`src/rtl/instruction_encoder_pkg.sv`:
```
// Shared constants for the instruction encoder: ALU control codes, data-processing
// opcodes, condition codes and the load-sequencer state enumeration.
package instruction_encoder_pkg;

    localparam logic [10:0] ALU_ADD = 11'd0;
    localparam logic [10:0] ALU_SUB = 11'd2;
    localparam logic [10:0] ALU_AND = 11'd3;
    localparam logic [10:0] ALU_ORR = 11'd4;
    localparam logic [10:0] ALU_EOR = 11'd5;
    localparam logic [10:0] ALU_MOV = 11'd6;
    localparam logic [10:0] ALU_MVN = 11'd7;
    localparam logic [10:0] ALU_CMP = 11'd8;
    localparam logic [10:0] ALU_TST = 11'd9;
    localparam logic [10:0] ALU_TEQ = 11'd10;
    localparam logic [10:0] ALU_BIC = 11'd11;
    localparam logic [10:0] ALU_B   = 11'd31;
    localparam logic [10:0] ALU_BL  = 11'd32;
    localparam logic [10:0] ALU_LDR = 11'd41;
    localparam logic [10:0] ALU_STR = 11'd42;

    localparam logic [3:0] DP_AND = 4'b0000;
    localparam logic [3:0] DP_EOR = 4'b0001;
    localparam logic [3:0] DP_SUB = 4'b0010;
    localparam logic [3:0] DP_ADD = 4'b0100;
    localparam logic [3:0] DP_TST = 4'b1000;
    localparam logic [3:0] DP_TEQ = 4'b1001;
    localparam logic [3:0] DP_CMP = 4'b1010;
    localparam logic [3:0] DP_ORR = 4'b1100;
    localparam logic [3:0] DP_MOV = 4'b1101;
    localparam logic [3:0] DP_BIC = 4'b1110;
    localparam logic [3:0] DP_MVN = 4'b1111;

    localparam logic [3:0] COND_EQ = 4'h0;
    localparam logic [3:0] COND_NE = 4'h1;
    localparam logic [3:0] COND_GE = 4'hA;
    localparam logic [3:0] COND_LT = 4'hB;
    localparam logic [3:0] COND_AL = 4'hE;

    typedef enum logic [1:0] {
        ST_IDLE  = 2'd0,
        ST_LOAD  = 2'd1,
        ST_DRAIN = 2'd2
    } state_e;

endpackage

```
`src/rtl/instruction_encoder_instr_pack.sv`:
```
// Combinational packing of request fields into a 32-bit instruction word,
// flagging any ALU control code the encoder does not support.
module instr_pack
    import instruction_encoder_pkg::*;
(
    input  logic [10:0] op,
    input  logic [3:0]  cond,
    input  logic [3:0]  rn,
    input  logic [3:0]  rd,
    input  logic [3:0]  rm,
    input  logic [3:0]  rotate,
    input  logic        s,
    input  logic        imm_en,
    input  logic [7:0]  shift,
    input  logic [7:0]  imm8,
    input  logic [23:0] br_offset,
    input  logic [11:0] dt_offset,
    output logic [31:0] word,
    output logic        illegal
);

    logic        dp;
    logic [3:0]  opcode;
    logic        s_eff;
    logic [3:0]  rn_eff;
    logic [3:0]  rd_eff;
    logic [11:0] op2;

    always_comb begin
        word    = 32'h0;
        illegal = 1'b0;
        dp      = 1'b0;
        opcode  = 4'h0;
        s_eff   = s;
        rn_eff  = rn;
        rd_eff  = rd;
        op2     = imm_en ? {rotate, imm8} : {shift, rm};

        case (op)
            ALU_ADD: begin dp = 1'b1; opcode = DP_ADD; end
            ALU_SUB: begin dp = 1'b1; opcode = DP_SUB; end
            ALU_AND: begin dp = 1'b1; opcode = DP_AND; end
            ALU_ORR: begin dp = 1'b1; opcode = DP_ORR; end
            ALU_EOR: begin dp = 1'b1; opcode = DP_EOR; end
            ALU_BIC: begin dp = 1'b1; opcode = DP_BIC; end
            ALU_MOV: begin dp = 1'b1; opcode = DP_MOV; rn_eff = 4'h0; end
            ALU_MVN: begin dp = 1'b1; opcode = DP_MVN; rn_eff = 4'h0; end
            // Compare/test forms only update flags, so S is forced and rd is zeroed.
            ALU_CMP: begin dp = 1'b1; opcode = DP_CMP; s_eff = 1'b1; rd_eff = 4'h0; end
            ALU_TST: begin dp = 1'b1; opcode = DP_TST; s_eff = 1'b1; rd_eff = 4'h0; end
            ALU_TEQ: begin dp = 1'b1; opcode = DP_TEQ; s_eff = 1'b1; rd_eff = 4'h0; end
            ALU_B:   word = {cond, 3'b101, 1'b0, br_offset};
            ALU_BL:  word = {cond, 3'b101, 1'b1, br_offset};
            ALU_LDR: word = {cond, 2'b01, 1'b0, 1'b1, 1'b1, 1'b0, 1'b0, 1'b1, rn, rd, dt_offset};
            ALU_STR: word = {cond, 2'b01, 1'b0, 1'b1, 1'b1, 1'b0, 1'b0, 1'b0, rn, rd, dt_offset};
            default: illegal = 1'b1;
        endcase

        if (dp) begin
            word = {cond, 2'b00, imm_en, opcode, s_eff, rn_eff, rd_eff, op2};
        end
    end

endmodule

```
`src/rtl/instruction_encoder.sv`:
```
// Program-load sequencer: accepts instruction requests, encodes them and writes
// them to consecutive instruction-memory addresses through a one-deep output register.
module instruction_encoder
    import instruction_encoder_pkg::*;
#(
    parameter int ADDR_W = 8
) (
    input  logic              clk,
    input  logic              rst_n,
    input  logic              start,
    input  logic              req_valid,
    output logic              req_ready,
    input  logic              req_last,
    input  logic [10:0]       req_op,
    input  logic [3:0]        req_cond,
    input  logic [3:0]        req_rn,
    input  logic [3:0]        req_rd,
    input  logic [3:0]        req_rm,
    input  logic [3:0]        req_rotate,
    input  logic              req_s,
    input  logic              req_imm_en,
    input  logic [7:0]        req_shift,
    input  logic [7:0]        req_imm8,
    input  logic [23:0]       req_br_offset,
    input  logic [11:0]       req_dt_offset,
    output logic              out_valid,
    input  logic              out_ready,
    output logic [31:0]       out_instr,
    output logic [ADDR_W-1:0] out_addr,
    output logic              err_illegal,
    output logic              busy,
    output logic              done,
    output logic              wrapped,
    output state_e            dbg_state
);

    localparam logic [ADDR_W-1:0] ADDR_ONE = 1;

    state_e      state;
    logic [31:0] pack_word;
    logic        pack_illegal;
    logic        accept;
    logic        out_fire;

    instr_pack u_pack (
        .op        (req_op),
        .cond      (req_cond),
        .rn        (req_rn),
        .rd        (req_rd),
        .rm        (req_rm),
        .rotate    (req_rotate),
        .s         (req_s),
        .imm_en    (req_imm_en),
        .shift     (req_shift),
        .imm8      (req_imm8),
        .br_offset (req_br_offset),
        .dt_offset (req_dt_offset),
        .word      (pack_word),
        .illegal   (pack_illegal)
    );

    // Handshakes: a transfer happens on a rising edge where valid && ready; the
    // sender holds valid and payload stable until then. req_ready depends on
    // out_ready so a drain and a refill can share one cycle.
    assign req_ready = (state == ST_LOAD) && (!out_valid || out_ready);
    assign accept    = req_valid && req_ready;
    assign out_fire  = out_valid && out_ready;
    assign dbg_state = state;

    always_ff @(posedge clk or negedge rst_n) begin
        if (!rst_n) begin
            state       <= ST_IDLE;
            out_valid   <= 1'b0;
            out_instr   <= 32'h0;
            out_addr    <= '0;
            err_illegal <= 1'b0;
            busy        <= 1'b0;
            done        <= 1'b0;
            wrapped     <= 1'b0;
        end else begin
            err_illegal <= 1'b0;

            if (out_fire) begin
                out_valid <= 1'b0;
                out_addr  <= out_addr + ADDR_ONE;
                if (&out_addr) begin
                    wrapped <= 1'b1;
                end
            end

            if (accept) begin
                if (pack_illegal) begin
                    err_illegal <= 1'b1;
                end else begin
                    out_valid <= 1'b1;
                    out_instr <= pack_word;
                end
            end

            case (state)
                ST_IDLE: begin
                    if (start) begin
                        state    <= ST_LOAD;
                        out_addr <= '0;
                        busy     <= 1'b1;
                        done     <= 1'b0;
                        wrapped  <= 1'b0;
                    end
                end
                ST_LOAD: begin
                    if (accept && req_last) begin
                        state <= ST_DRAIN;
                    end
                end
                ST_DRAIN: begin
                    if (!out_valid || out_ready) begin
                        state <= ST_IDLE;
                        busy  <= 1'b0;
                        done  <= 1'b1;
                    end
                end
                default: state <= ST_IDLE;
            endcase
        end
    end

endmodule

```
`config.mk`:
```
export PLATFORM = sky130hd
export DESIGN_NAME = instruction_encoder
export DESIGN_NICKNAME = d
export VERILOG_FILES = /design/src/rtl/instruction_encoder_pkg.sv /design/src/rtl/instruction_encoder_instr_pack.sv /design/src/rtl/instruction_encoder.sv
export SDC_FILE = /design/constraint.sdc
export NUM_CORES = 1
export LEC_CHECK = 0
export CORE_MARGIN = 2
export CORE_UTILIZATION = 45
export CTS_CLUSTER_DIAMETER = 150
export CTS_CLUSTER_SIZE = 40
export DETAILED_ROUTE_END_ITERATION = 16
export GPL_ROUTABILITY_DRIVEN = 0
export PLACE_DENSITY = 0.88
export SLEW_MARGIN = 20
export SYNTH_ARGS = -nofsm -noshare
export SYNTH_HDL_FRONTEND = slang
export SYNTH_SLANG_ARGS = --single-unit
```
`constraint.sdc`:
```
create_clock -name clk -period 5 [get_ports clk]
set_input_delay 1 -clock clk [delete_from_list [all_inputs] [get_ports clk]]
set_output_delay 1 -clock clk [all_outputs]
set_load 0.01 [all_outputs]
```
==> out/metrics.csv, run 1 <==
metric,value,unit
Post-CTS Hold Buffers,0,
Setup CP Type,in -> out,
Die X,84.3,um
"Hold Vio Cnt, Final",0,
register area share after synthesis,0.405,
Via-to-Cell Ratio,5.64,
Worst Setup Start Kind,input port,
Detail Route met2 WL,4150,um
ant diodes,0,
die area,0.00711,mm^2
total CTS buffers,5,
DRT Wirelength,8480,um
Max Slew Vio Count,0,
PD cells,202,mW/mm^2
"critical path fanouts, max",5,
vias in the first global route,2648,
Clock Tree Root,clkbuf_8,
die height,84.3,um
"Reg clk slew, reported paths",100,ps
Synth Area in XOR/XNOR,0.0271,
post-synthesis compound-gate area fraction,0.193,
Post-synth ARST share,1.00,
r2r setup slk,2830,ps
WP buf/inv,2,
post-synthesis mux area share,0.162,
outcome,completed,
site row count,29,
CP endpoint kind,output pin,
Mapped Avg Cell Area,10.0,um^2
Synth Register Bits,47,
mapped cell area,0.00290,mm^2
DR pass1 iterations,4,
crit path DAT,2560,ps
Synth Area in Adders,0.00431,
Synth Area in Simple Gates,0.153,
Congestion Overflow GR,0,
Max VDD drop,0.000145,V
Synth Net Count,381,
Post-Syn Instances,289,
count of flip-flops with a built-in enable after synthesis,0,
pre-CTS WS,1270,ps
critical path's most frequent cell,clkdlybuf4s50_1,
share of cells above drive strength 1,0.0699,
core region area,0.00628,mm^2
fin util,0.696,
IO Pins,139,
starting density of the core,0.463,
top layer in use,met4,
gr usage total,0.232,
period utilization,0.711,
Longest Clk Path Bufs,2,
via count,2776,
Slew HR,0.261,
Met1 Routed Length,3600,um
minimum setup slack in the final design,1440,ps
Yosys Warn Count,0,
crit-path cells,clkdlybuf4s50_1 > nor2b_1 > nor3_1 > clkdlybuf4s50_1,
Worst-Skew Late Latency,300,ps
placed wire-length estimate,6310,um
Critical Path RT,4000,ps
Detailed Route Iter0 Violations,90,
WL met3,564,um
Unique masters post-synth,48,
postcts setup bufs,0,
DRC viols,0,
Worst Max-Slew Pin Slew,1100,ps
type of the most critical hold path,reg -> reg,
Post-DRT Antenna Nets,0,
CTS sink cnt,47,
"delay-heaviest family, CP",buffers and inverters,
H-Tree Depth,2,
setup TNS,0,ps
largest family of logic cells by synthesized area,compound AO/OA/AOI/OAI gates,
first-pass GRT wire length,13200,um
initial antenna violation count,0,
Pleak,1.87,nW
skew final,6.81,ps
fmax,281,MHz
CTS tree,yes,
largest net degree at the start of global routing,48,
post-cts sizing count,0,
DR WL/cell,17.2,um
"slowest stage delay, CP",600,ps
Max Cap Viol,0,
ys flop type,dfrtp_1,
final setup vio count,0,
RSZ-0062 raised after global routing,no,
Final nets,506,
fin crit period,3560,ps
Fill cells,503,
"Slowest-stage cell, CP",clkdlybuf4s50_1,
Port Buffers,138,
Area Growth Syn to Fin,50.4,%
-- cell usage after synthesis (2+ instances only) --
library cell	instances	area share
o31ai_1	2	0.0052
a22o_1	12	0.036
mux2_1	19	0.074
xnor2_1	2	0.0060
nor3b_1	2	0.0052
nand2b_1	5	0.011
nand2_1	14	0.018
o22ai_1	4	0.0086
and2_1	3	0.0065
nand3_1	20	0.034
buf_2	6	0.010
nor2_1	19	0.025
a32o_1	8	0.028
or3b_2	2	0.0060
a211oi_1	2	0.0052
o21bai_1	4	0.010
mux2i_1	12	0.041
nor2b_1	3	0.0065
o211a_1	2	0.0069
xor2_1	7	0.021
inv_1	5	0.0065
nor3_1	4	0.0069
a21oi_1	16	0.028
clkbuf_1	9	0.012
dfrtp_1	47	0.40
buf_6	7	0.027
o21ai_0	21	0.036
mux2_2	12	0.047
-- worst paths after layout --
path	endpoint	from	cells after the start
worst max-delay path	req_ready	out_ready	4
worst min-delay path	out_instr[31]$_DFFE_PN0P_	out_instr[31]$_DFFE_PN0P_	1
worst max register to register	out_instr[4]$_DFFE_PN0P_	out_valid$_DFF_PN0_	6
worst min register to register	out_instr[31]$_DFFE_PN0P_	out_instr[31]$_DFFE_PN0P_	1
max in group asynchronous	out_addr[2]$_DFF_PN0_	rst_n	1
min in group asynchronous	out_addr[5]$_DFF_PN0_	rst_n	1
-- cells in the final DEF (no fill, tap or decap), drive strengths merged, types with 4 or more instances in the layout --
| cell type | count |
|---|---|
| mux2 | 31 |
| dfrtp | 47 |
| xor2 | 7 |
| nand3 | 20 |
| nor2 | 19 |
| mux2i | 12 |
| clkbuf | 5 |
| o21bai | 4 |
| o21ai | 22 |
| o22ai | 4 |
| a22o | 12 |
| a32o | 8 |
| nand2b | 5 |
| clkdlybuf4s50 | 137 |
| inv | 6 |
| a21oi | 16 |
| nand2 | 14 |
| nor3 | 4 |
-- final cells by class --
| type | count | area [um^2] | share of cell area |
|---|---|---|---|
| Clock buffer | 5 | 68.8 | 0.0158 |
| Clock inverter | 3 | 46.3 | 0.0106 |
| Inverter | 5 | 18.8 | 0.00430 |
| Multi-Input combinational cell | 215 | 1570 | 0.359 |
| Sequential cell | 47 | 1180 | 0.269 |
| Tap cell | 77 | 96.3 | 0.0221 |
| Timing Repair Buffer | 140 | 1390 | 0.319 |
-- through the flow --
stage          total power, W  hold WS [ps]  cells  instance area [um^2]
6_report             0.000880           491    492                  4370
5_1_grt              0.000919           503    492                  4370
4_1_cts              0.000885           496    492                  4360
3_5_place_dp         0.000600           474    484                  4250
3_3_place_gp         0.000595           467    484                  4250
2_1_floorplan        0.000478           513    289                  2900
-- registers in the layout, indices dropped and copies added, names as in the netlist --
signal,cells
out_instr,32
out_addr,8
dbg_state,2
busy,1
done,1
err_illegal,1
out_valid,1
wrapped,1
-- report_power, final --
part           internal (W)  switching [W]
clock network      0.000151       0.000137
registers          0.000391     0.00000931
logic              0.000109      0.0000830
-- kinds of logic after synthesis --
family                     count (synthesis)
muxes                                     43
xor gates and xnor gates                   9
and+or+nand+nor                           82
AOI/OAI and AO/OA                         80
buffers and inverters                     27
DFF                                       47
adders and majority gates                  1
-- metal layers --
metal	vias to the layer above	global-route usage
met1	1320	0.301
met2	126	0.389
li1	1315	-
met5	-	0
met4	0	0.0794
met3	15	0.0492
(Power assumes the default switching activity.)
==> run 2: changes to the inputs <==
--- a/config.mk
+++ b/config.mk
@@ -6,12 +6,12 @@
 export NUM_CORES = 1
 export LEC_CHECK = 0
 export CORE_MARGIN = 2
-export CORE_UTILIZATION = 45
+export CORE_UTILIZATION = 37
 export CTS_CLUSTER_DIAMETER = 150
 export CTS_CLUSTER_SIZE = 40
 export DETAILED_ROUTE_END_ITERATION = 16
 export GPL_ROUTABILITY_DRIVEN = 0
-export PLACE_DENSITY = 0.88
+export PLACE_DENSITY = 0.78
 export SLEW_MARGIN = 20
 export SYNTH_ARGS = -nofsm -noshare
 export SYNTH_HDL_FRONTEND = slang
==> constraint.sdc (replaced) <==
create_clock -name clk -period 3.06 [get_ports clk]
set_input_delay 0.612 -clock clk [delete_from_list [all_inputs] [get_ports clk]]
set_output_delay 0.612 -clock clk [all_outputs]
set_load 0.01 [all_outputs]
==> run 2 against run 1 <==
Critical path depth unchanged. Clock power rose by 35%. Design area increased by 3.8%. Clock skew is 2.7 ps higher. Worst setup slack got worse by 1200 ps. First-iteration DRC count grew 28%. Die area increased by 21%. Via count rose by 2.0%. Critical path type unchanged. Largest power group unchanged. Highest routed layer unchanged.
==> out/metrics.csv, run 2 (synthesized netlist as in run 1, its figures left out) <==
metric,value,unit,change
first-pass GRT wire length,14000,um,+5.6%
multi-input logic area,0.00157,mm^2,unchanged
Via-to-Cell Ratio,5.28,,-6.4%
Max Cap Viol,0,,unchanged
total CTS buffers,5,,unchanged
outcome,completed,,
final setup vio count,0,,unchanged
Final nets,525,,+3.8%
die area,0.00857,mm^2,+21%
placed cell count,528,,+9.1%
fin crit period,2800,ps,
max FFs per register,32,,unchanged
worst setup path start,out_ready,,
Post-DRT Antenna Nets,0,,unchanged
placed inst area,0.00444,mm^2,+4.4%
IO Pins,139,,unchanged
core region area,0.00765,mm^2,+22%
Detailed Route Iter0 Violations,115,,+28%
Max Slew Vio Count,0,,unchanged
Die X,92.6,um,+9.8%
via count,2832,,+2.0%
initial antenna violation count,0,,unchanged
share of cells above drive strength 1,0.108,,+0.0384
CTS tree,yes,,
H-Tree Depth,2,,unchanged
ant diodes,0,,unchanged
setup TNS,0,ps,unchanged
"most common cell after layout, fill and taps aside",clkdlybuf4s50_1,,
DR WL/cell,16.6,um,-3.6%
CTS sink cnt,47,,unchanged
type of the most critical hold path,in -> async,,
Port Buffers,138,,unchanged
"Hold Vio Cnt, Final",0,,unchanged
Critical Path RT,2450,ps,-1550 ps
Setup CP Type,in -> out,,
DRC viols,0,,unchanged
post-cts sizing count,0,,unchanged
Reg area,0.00118,mm^2,unchanged
largest net degree at the start of global routing,31,,-35%
CP endpoint kind,output pin,,
PD cells,303,mW/mm^2,+50%
Post-CTS Hold Buffers,0,,unchanged
DR pass1 iterations,4,,unchanged
Biggest register,out_instr,,
Pleak,1.96,nW,+4.7%
gr usage total,0.203,,-0.0294
vias in the first global route,2866,,+8.2%
site row count,32,,+10%
starting density of the core,0.380,,-0.0829
post-route cell area,0.00453,mm^2,+3.8%
Worst-Skew Late Latency,300,ps,about the same
Fill cells,636,,+26%
fmax,357,MHz,
"critical path fanouts, max",5,,unchanged
"Reg clk slew, reported paths",90,ps,about the same
Worst Setup Start Kind,input port,,
Clock Tree Root,clkbuf_8,,
placed wire-length estimate,6800,um,+7.9%
skew final,9.53,ps,+2.71 ps
postcts setup bufs,0,,unchanged
FF-to-FF Start,out_valid$_DFF_PN0_,,
RSZ-0062 raised after global routing,no,,
non-filler cells in the finished layout,536,,+8.9%
Longest Clk Path Bufs,2,,unchanged
Slew HR,0.513,,+0.252
Congestion Overflow GR,0,,unchanged
Area Growth Syn to Fin,56.0,%,
die height,92.6,um,+9.8%
crit path DAT,2190,ps,-370 ps
Worst Max-Slew Pin Slew,731,ps,-374 ps
DRT Wirelength,8910,um,+5.0%
period utilization,0.916,,
Max VDD drop,0.000161,V,+11%
"commonest non-fill, non-tap cells in the layout","137 x clkdlybuf4s50_1, 47 x dfrtp_1, 21 x o21ai_0",,
==> run 2: changes by cell type in the layout (fill, tap and decap cells not counted) <==
cell | previous run | this run
bufinv_16 | 1 | 0
clkinvlp_4 | 1 | 0
clkbuf_1 | 0 | 1
buf_12 | 0 | 1
buf_2 | 0 | 1
buf_4 | 3 | 20
inv_6 | 1 | 0
clkbuf_8 | 5 | 6
clkinv_4 | 0 | 1
==> run 2: per-stage QoR <==
step,hold slack (ps),util,setup slack [ps],power (W)
2_1_floorplan,316,-,800,0.000781
3_3_place_gp,466,0.580,193,0.000992
3_5_place_dp,474,0.580,109,0.000999
4_1_cts,229,0.592,255,0.00139
5_1_grt,244,0.592,132,0.00144
6_report,222,0.592,258,0.00137
==> run 2: worst max-delay path, stage by stage <==
cell	delay [ps]
clkdlybuf4s50_1	570
nor2b_1	140
nor3_1	260
clkdlybuf4s50_1	600
==> run 2: layout make-up <==
class	count	share of cell area
clock inverter	1	0.00193
timing repair buffer	159	0.341
tap	102	0.0282
sequential	47	0.260
multi-input combinational	215	0.346
inverter	5	0.00414
clock buffer	7	0.0191
==> run 2: path summary, 6_finish.rpt <==
kind	to	slack [ps]	cells after the start
setup / recovery	req_ready	260	4
hold / removal	out_instr[28]$_DFFE_PN0P_	220	1
setup reg to reg	out_instr[0]$_DFFE_PN0P_	880	6
hold reg to reg	out_instr[29]$_DFFE_PN0P_	490	1
max in group asynchronous	out_instr[7]$_DFFE_PN0P_	2070	2
min in group clk	out_instr[29]$_DFFE_PN0P_	490	1
==> run 2: layer usage <==
layer	vias up	track usage	share of wire
met1	1353	0.249	0.43
met3	9	0.0529	0.076
li1	1354	-	-
met5	-	0	0
met2	116	0.365	0.49
met4	0	0.0311	0.0089
==> run 2: power by group <==
part	internal [W]	switching, W	total (W)
Clock	0.000185	0.000203	0.000388
Combinational	0.000192	0.000141	0.000333
Sequential	0.000639	0.0000141	0.000653
==> run 3: changes to the inputs <==
--- a/config.mk
+++ b/config.mk
@@ -12,7 +12,6 @@
 export DETAILED_ROUTE_END_ITERATION = 16
 export GPL_ROUTABILITY_DRIVEN = 0
 export PLACE_DENSITY = 0.78
-export SLEW_MARGIN = 20
 export SYNTH_ARGS = -nofsm -noshare
 export SYNTH_HDL_FRONTEND = slang
 export SYNTH_SLANG_ARGS = --single-unit
==> results of run 3 <==
Same layout as run 2: the final DEF is identical, and so are final timing and power.
